==> src/rtl/axi_stream_extract_header.sv <==
// Strips a 0..DATA_BYTE_WD byte header from each AXI-Stream packet,
// presenting it on a side port and re-packing the payload into full beats.
module axi_stream_extract_header #(
    parameter int DATA_WD      = 32,
    parameter int DATA_BYTE_WD = DATA_WD / 8
) (
    input  logic                            clk,
    input  logic                            rst,
    input  logic                            valid_in,
    input  logic [DATA_WD-1:0]              data_in,
    input  logic [DATA_BYTE_WD-1:0]         keep_in,
    input  logic                            last_in,
    output logic                            ready_in,
    input  logic                            valid_strip,
    input  logic [$clog2(DATA_BYTE_WD):0]   strip_len,
    output logic                            ready_strip,
    output logic                            valid_header,
    output logic [DATA_WD-1:0]              header_out,
    output logic [DATA_BYTE_WD-1:0]         keep_header,
    input  logic                            ready_header,
    output logic                            valid_out,
    output logic [DATA_WD-1:0]              data_out,
    output logic [DATA_BYTE_WD-1:0]         keep_out,
    output logic                            last_out,
    input  logic                            ready_out
);

    localparam int BW = DATA_BYTE_WD;
    localparam int CW = $clog2(DATA_BYTE_WD) + 1;
    localparam logic [CW-1:0] BW_C = CW'(BW);
    localparam logic [CW:0]   BW_S = (CW + 1)'(BW);

    typedef enum logic [1:0] {IDLE, FIRST, BODY, FLUSH} state_t;

    state_t              state_q, state_d;
    logic [CW-1:0]       s_q, s_d;
    logic                hdr_valid_q, hdr_valid_d;
    logic [DATA_WD-1:0]  hdr_data_q, hdr_data_d;
    logic [BW-1:0]       hdr_keep_q, hdr_keep_d;
    logic [DATA_WD-1:0]  res_data_q, res_data_d;
    logic [CW-1:0]       res_cnt_q, res_cnt_d;
    logic                out_valid_q, out_valid_d;
    logic [DATA_WD-1:0]  out_data_q, out_data_d;
    logic [BW-1:0]       out_keep_q, out_keep_d;
    logic                out_last_q, out_last_d;

    logic [DATA_WD-1:0]  din;
    logic [CW-1:0]       n_in, h_len, r_first;
    logic [CW:0]         sum;
    logic                out_free, hdr_free, fire_in;

    function automatic logic [CW-1:0] popcnt(input logic [BW-1:0] k);
        popcnt = '0;
        for (int i = 0; i < BW; i++) popcnt = popcnt + CW'(k[i]);
    endfunction

    function automatic logic [BW-1:0] top_keep(input logic [CW-1:0] k);
        top_keep = ~({BW{1'b1}} >> k);
    endfunction

    function automatic logic [DATA_WD-1:0] keep_mask(input logic [BW-1:0] k);
        keep_mask = '0;
        for (int i = 0; i < BW; i++) keep_mask[8*i +: 8] = {8{k[i]}};
    endfunction

    function automatic logic [DATA_WD-1:0] shl(input logic [DATA_WD-1:0] d,
                                               input logic [CW-1:0] b);
        shl = d << {b, 3'b000};
    endfunction

    function automatic logic [DATA_WD-1:0] shr(input logic [DATA_WD-1:0] d,
                                               input logic [CW-1:0] b);
        shr = d >> {b, 3'b000};
    endfunction

    // Bytes outside keep are zeroed so residual/flush beats carry no stale data
    assign din     = data_in & keep_mask(keep_in);
    assign n_in    = popcnt(keep_in);
    assign h_len   = (n_in < s_q) ? n_in : s_q;
    assign r_first = (n_in > s_q) ? n_in - s_q : '0;
    assign sum     = {1'b0, res_cnt_q} + {1'b0, n_in};

    assign out_free    = !out_valid_q || ready_out;
    assign hdr_free    = !hdr_valid_q || ready_header;
    assign ready_in    = !rst && out_free &&
                         ((state_q == FIRST && hdr_free) || state_q == BODY);
    assign ready_strip = !rst && state_q == IDLE && !out_valid_q;
    assign fire_in     = valid_in && ready_in;

    always_comb begin
        state_d     = state_q;
        s_d         = s_q;
        hdr_valid_d = hdr_valid_q && !ready_header;
        hdr_data_d  = hdr_data_q;
        hdr_keep_d  = hdr_keep_q;
        res_data_d  = res_data_q;
        res_cnt_d   = res_cnt_q;
        out_valid_d = out_valid_q && !ready_out;
        out_data_d  = out_data_q;
        out_keep_d  = out_keep_q;
        out_last_d  = out_last_q;
        unique case (state_q)
            IDLE: begin
                if (valid_strip && ready_strip) begin
                    s_d     = strip_len;
                    state_d = FIRST;
                end
            end
            FIRST: begin
                if (fire_in) begin
                    hdr_valid_d = 1'b1;
                    hdr_keep_d  = top_keep(h_len);
                    hdr_data_d  = din & keep_mask(top_keep(h_len));
                    if (s_q == '0) begin
                        // Nothing to strip: forward the beat without waiting
                        out_valid_d = 1'b1;
                        out_data_d  = din;
                        out_keep_d  = keep_in;
                        out_last_d  = last_in;
                        res_data_d  = '0;
                        res_cnt_d   = '0;
                        state_d     = last_in ? IDLE : BODY;
                    end else begin
                        res_data_d = shl(din, s_q);
                        res_cnt_d  = r_first;
                        if (last_in)
                            state_d = (r_first != '0) ? FLUSH : IDLE;
                        else
                            state_d = BODY;
                    end
                end
            end
            BODY: begin
                if (fire_in) begin
                    out_valid_d = 1'b1;
                    out_data_d  = res_data_q | shr(din, res_cnt_q);
                    if (last_in && sum <= BW_S) begin
                        out_keep_d = top_keep(sum[CW-1:0]);
                        out_last_d = 1'b1;
                        res_data_d = '0;
                        res_cnt_d  = '0;
                        state_d    = IDLE;
                    end else begin
                        out_keep_d = '1;
                        out_last_d = 1'b0;
                        res_data_d = shl(din, BW_C - res_cnt_q);
                        if (last_in) begin
                            res_cnt_d = CW'(sum - BW_S);
                            state_d   = FLUSH;
                        end
                    end
                end
            end
            FLUSH: begin
                if (out_free) begin
                    out_valid_d = 1'b1;
                    out_data_d  = res_data_q;
                    out_keep_d  = top_keep(res_cnt_q);
                    out_last_d  = 1'b1;
                    res_data_d  = '0;
                    res_cnt_d   = '0;
                    state_d     = IDLE;
                end
            end
            default: state_d = IDLE;
        endcase
    end

    always_ff @(posedge clk) begin
        if (rst) begin
            state_q     <= IDLE;
            s_q         <= '0;
            hdr_valid_q <= 1'b0;
            hdr_data_q  <= '0;
            hdr_keep_q  <= '0;
            res_data_q  <= '0;
            res_cnt_q   <= '0;
            out_valid_q <= 1'b0;
            out_data_q  <= '0;
            out_keep_q  <= '0;
            out_last_q  <= 1'b0;
        end else begin
            state_q     <= state_d;
            s_q         <= s_d;
            hdr_valid_q <= hdr_valid_d;
            hdr_data_q  <= hdr_data_d;
            hdr_keep_q  <= hdr_keep_d;
            res_data_q  <= res_data_d;
            res_cnt_q   <= res_cnt_d;
            out_valid_q <= out_valid_d;
            out_data_q  <= out_data_d;
            out_keep_q  <= out_keep_d;
            out_last_q  <= out_last_d;
        end
    end

    assign valid_header = hdr_valid_q;
    assign header_out   = hdr_data_q;
    assign keep_header  = hdr_keep_q;
    assign valid_out    = out_valid_q;
    assign data_out     = out_data_q;
    assign keep_out     = out_keep_q;
    assign last_out     = out_last_q;

endmodule

==> config.mk <==
export PLATFORM = sky130hd
export DESIGN_NAME = axi_stream_extract_header
export DESIGN_NICKNAME = d
export VERILOG_FILES = /design/src/rtl/axi_stream_extract_header.sv
export SDC_FILE = /design/constraint.sdc
export NUM_CORES = 1
export LEC_CHECK = 0
export BUFFER_PORTS_ARGS = -buffer_cell sky130_fd_sc_hd__buf_2
export CORE_MARGIN = 4
export CORE_UTILIZATION = 36
export CTS_CLUSTER_SIZE = 16
export DETAILED_ROUTE_END_ITERATION = 6
export PLACE_DENSITY = 0.65
export SKIP_CTS_REPAIR_TIMING = 1
export SYNTH_ARGS = -nofsm -noshare
export SYNTH_HDL_FRONTEND = slang
export SYNTH_SLANG_ARGS = --single-unit
==> constraint.sdc <==
create_clock -name clk -period 3.9 [get_ports clk]
set_clock_uncertainty 0.05 [all_clocks]
set_input_delay 0 -clock clk [delete_from_list [all_inputs] [get_ports clk]]
set_output_delay 0 -clock clk [all_outputs]
set_load 0.02 [all_outputs]
==> reports/metrics.yaml <==
outcome:
  outcome: "complete, but fails checks"
  violations: "hold timing"
yosys:
  ys_seq_elements: 115
  synthFlopType: "dfxtp_1"
  synth-xor-area-share: 0.007142
  synth_edf_count: 0
  synth_top_family_by_area: "compound AO/OA/AOI/OAI gates"
  synth_compound_area_frac: 0.2919
  avgSynthCellArea_um2: 7.945
  ys_top_cells_by_count: "dfxtp_1 (115), nor2_1 (114), nand2_1 (63), a211oi_1 (56), clkbuf_1 (56)"
  synth_mux_area_frac: 0.004395
  synth_nets: 919
  synthArstFlopShare: 0
  synth_top_area_share: 0.3369
  yosysMostFrequentCell: "dfxtp_1"
  synthTopCellsByArea: "dfxtp_1 (34%), nor2_1 (6.3%), a211oi_1 (6.2%)"
  netlist_area_um2: 6833
  synth_cells: 860
  synth_fa_ha_area_frac: 0.02710
  yosys.area_share.simple: 0.2699
  yosysWarnings: 0
  ys_types: 70
  ys_seq_area_frac: 0.3369
  synth_top_cell_by_area: "dfxtp_1"
setup_path:
  cp.required_ns: 4.11
  crit_arrival_ns: 3.13
  cp_cell_sequence: "buf_4 > inv_1 > ha_1 > buf_4 > o21a_1 > o22ai_1 > a211oi_1 > nor3_1"
  endpoint_kind: "flip-flop"
  cp-start-kind: "flip-flop"
  slowest_stage: "ha_1"
  crit_type: "reg -> reg"
  reg2reg_depth: 8
  max_stage_delay_ns: 0.62
  cp_common_cell: "buf_4"
  cp_max_fo: 30
  r2r_setup_slack_ns: 0.99
cells_and_area:
  utilization: 0.4409
  area_growth_syn_to_layout_pct: 20.69
  nFillCells: 1898
  n_antenna_cell: 0
  layout-drive-gt1-share: 0.2006
  fin_nets: 1019
power:
  ir_drop_v: 0.0003329
  leakage_nw: 3.201
  power_density_nw_per_um2: 490.8
global_routing:
  first_global_vias: 6535
  grt.overflow.total: 0
  antenna_found_initial: 0
  grt_pass1_wl_um: 39020
  grt_usage: 0.2319
  grt_max_degree: 101
sta:
  timing.final.crit_share: 0.7465
  rsz0062_at_grt: "false"
  setup_ws_ns: 0.9888
  finalHoldViolations: 1
  max_freq_mhz: 343.5
  tightestPinTransition_ns: 1.065
  final-setup-viol-count: 0
  fin_crit_ns: 2.911
  drv_slew: 0
  fin_hold_ws_ns: -0.01412
  setup_tns_ns: 0
  slew_headroom: 0.2900
floorplan:
  core_region_area_um2: 18710
  rows: 50
  die-area_um2: 21250
  initial_core_util: 0.3653
  pin_count: 123
  die_h_um: 145.8
  fp.dieW_um: 145.8
clocking:
  clkLatencyLatePin_ns: 0.43
  clkTransAtPathRegs_ns: 0.06
  cts.htree.levels: 4
  clockBufferDepth: 2
  cts.sinks: 115
  cts_buffers: 17
  clockRootBuffer: "clkbuf_16"
  cts_tree: "built"
flow_run:
  max_cap_viol_count: 0
placement:
  dpl_worst_slack_ns: 0.6651
  portBuffers: 122
  gp_congestion: 0.9407
  dp_hpwl_um: 17640
drt:
  antenna_left: 0
  wl_per_cell_um: 21.12
  routed_via_density: 6.066
  dr.first_iter.drc_count: 813
  route.detailed.drc: 0
  wirelength_um: 25480
  dr_total_vias: 7316
  dr.pass1.iters: 6
hold_path:
  hold_path_class: "in -> reg"
  hold_depth: 3
## kinds of logic after synthesis
logic type / count (synthesis)
compound gates: 272
flops: 115
mux: 3
xor+xnor: 4
fa+ha+maj: 13
simple gates: 359
buf+inv: 94
## sequential cells by signal, summed over array words and instances (netlist names)
| signal | cells |
|---|---|
| data_out | 32 |
| header_out | 32 |
| res_data_q | 32 |
| keep_header | 4 |
| keep_out | 4 |
| res_cnt_q | 3 |
| s_q | 3 |
| state_q | 2 |
| last_out | 1 |
| valid_header | 1 |
| valid_out | 1 |
## critical path: cells and delay by family (launching register included)
family / cells / cell delay (ns)
buffers and inverters: 3 / 1.04
adder cells (fa/ha/maj): 1 / 0.62
AO/OA/AOI/OAI: 3 / 0.56
flip-flops: 1 / 0.38
AND/OR/NAND/NOR: 1 / 0.08
## routing by layer
layer  part of all wire  global-route usage  up-vias
li1                   -                   -     3438
met3               0.10             0.06478       56
met5                  0                   0        -
met2               0.43              0.3301      395
met4              0.031             0.09022        0
met1               0.44              0.3306     3427
## stage by stage
stage,instances,power [mW],cell area (µm²),hold WS [ns]
2_1_floorplan,860,2.264,6833,0.09749
6_report,1206,4.047,8247,-0.01412
3_5_place_dp,1154,2.606,7506,0.2181
5_1_grt,1206,4.238,8247,0.01554
3_3_place_gp,1154,2.600,7506,0.2170
4_1_cts,1185,4.031,8036,-0.2359
## layout by cell type (no fill, tap or decap), types with 11 or more instances in the layout
| master | instances |
|---|---|
| a211oi_1 | 56 |
| clkbuf_16 | 17 |
| buf_2 | 121 |
| a32oi_1 | 16 |
| dfxtp_1 | 115 |
| nand3_1 | 52 |
| and2_1 | 12 |
| nand2_1 | 63 |
| o31ai_1 | 16 |
| nand3b_1 | 18 |
| o21ai_0 | 31 |
| nor3_1 | 50 |
| buf_4 | 20 |
| and3_1 | 12 |
| inv_1 | 11 |
| a21oi_1 | 42 |
| dlygate4sd3_1 | 21 |
| nor2_1 | 114 |
| o22ai_1 | 23 |
## final timing paths
check                            start                           to
max          res_cnt_q[0]$_SDFFE_PP0P_  res_data_q[20]$_SDFFE_PP0P_
min reg2reg   data_out[8]$_SDFFE_PP0P_     data_out[8]$_SDFFE_PP0P_
min                       ready_header      valid_header$_SDFF_PP0_
max reg2reg  res_cnt_q[0]$_SDFFE_PP0P_  res_data_q[20]$_SDFFE_PP0P_
## layout make-up
type                       instances  area (µm²)  share of cell area
timing repair buffer             162       965.9              0.1171
clock buffer                      20       446.7             0.05416
tap                              234       292.8             0.03550
multi-input combinational        651        4106              0.4980
clock inverter                    11       83.83             0.01017
sequential                       115        2302              0.2792
inverter                          13       48.80            0.005917
## power by group
part           switching (mW)  internal, mW  total, mW
logic                   0.831         0.426       1.26
registers              0.0865          1.28       1.37
clock network           0.594         0.825       1.42
No activity file was read; power rests on OpenSTA's default activity.
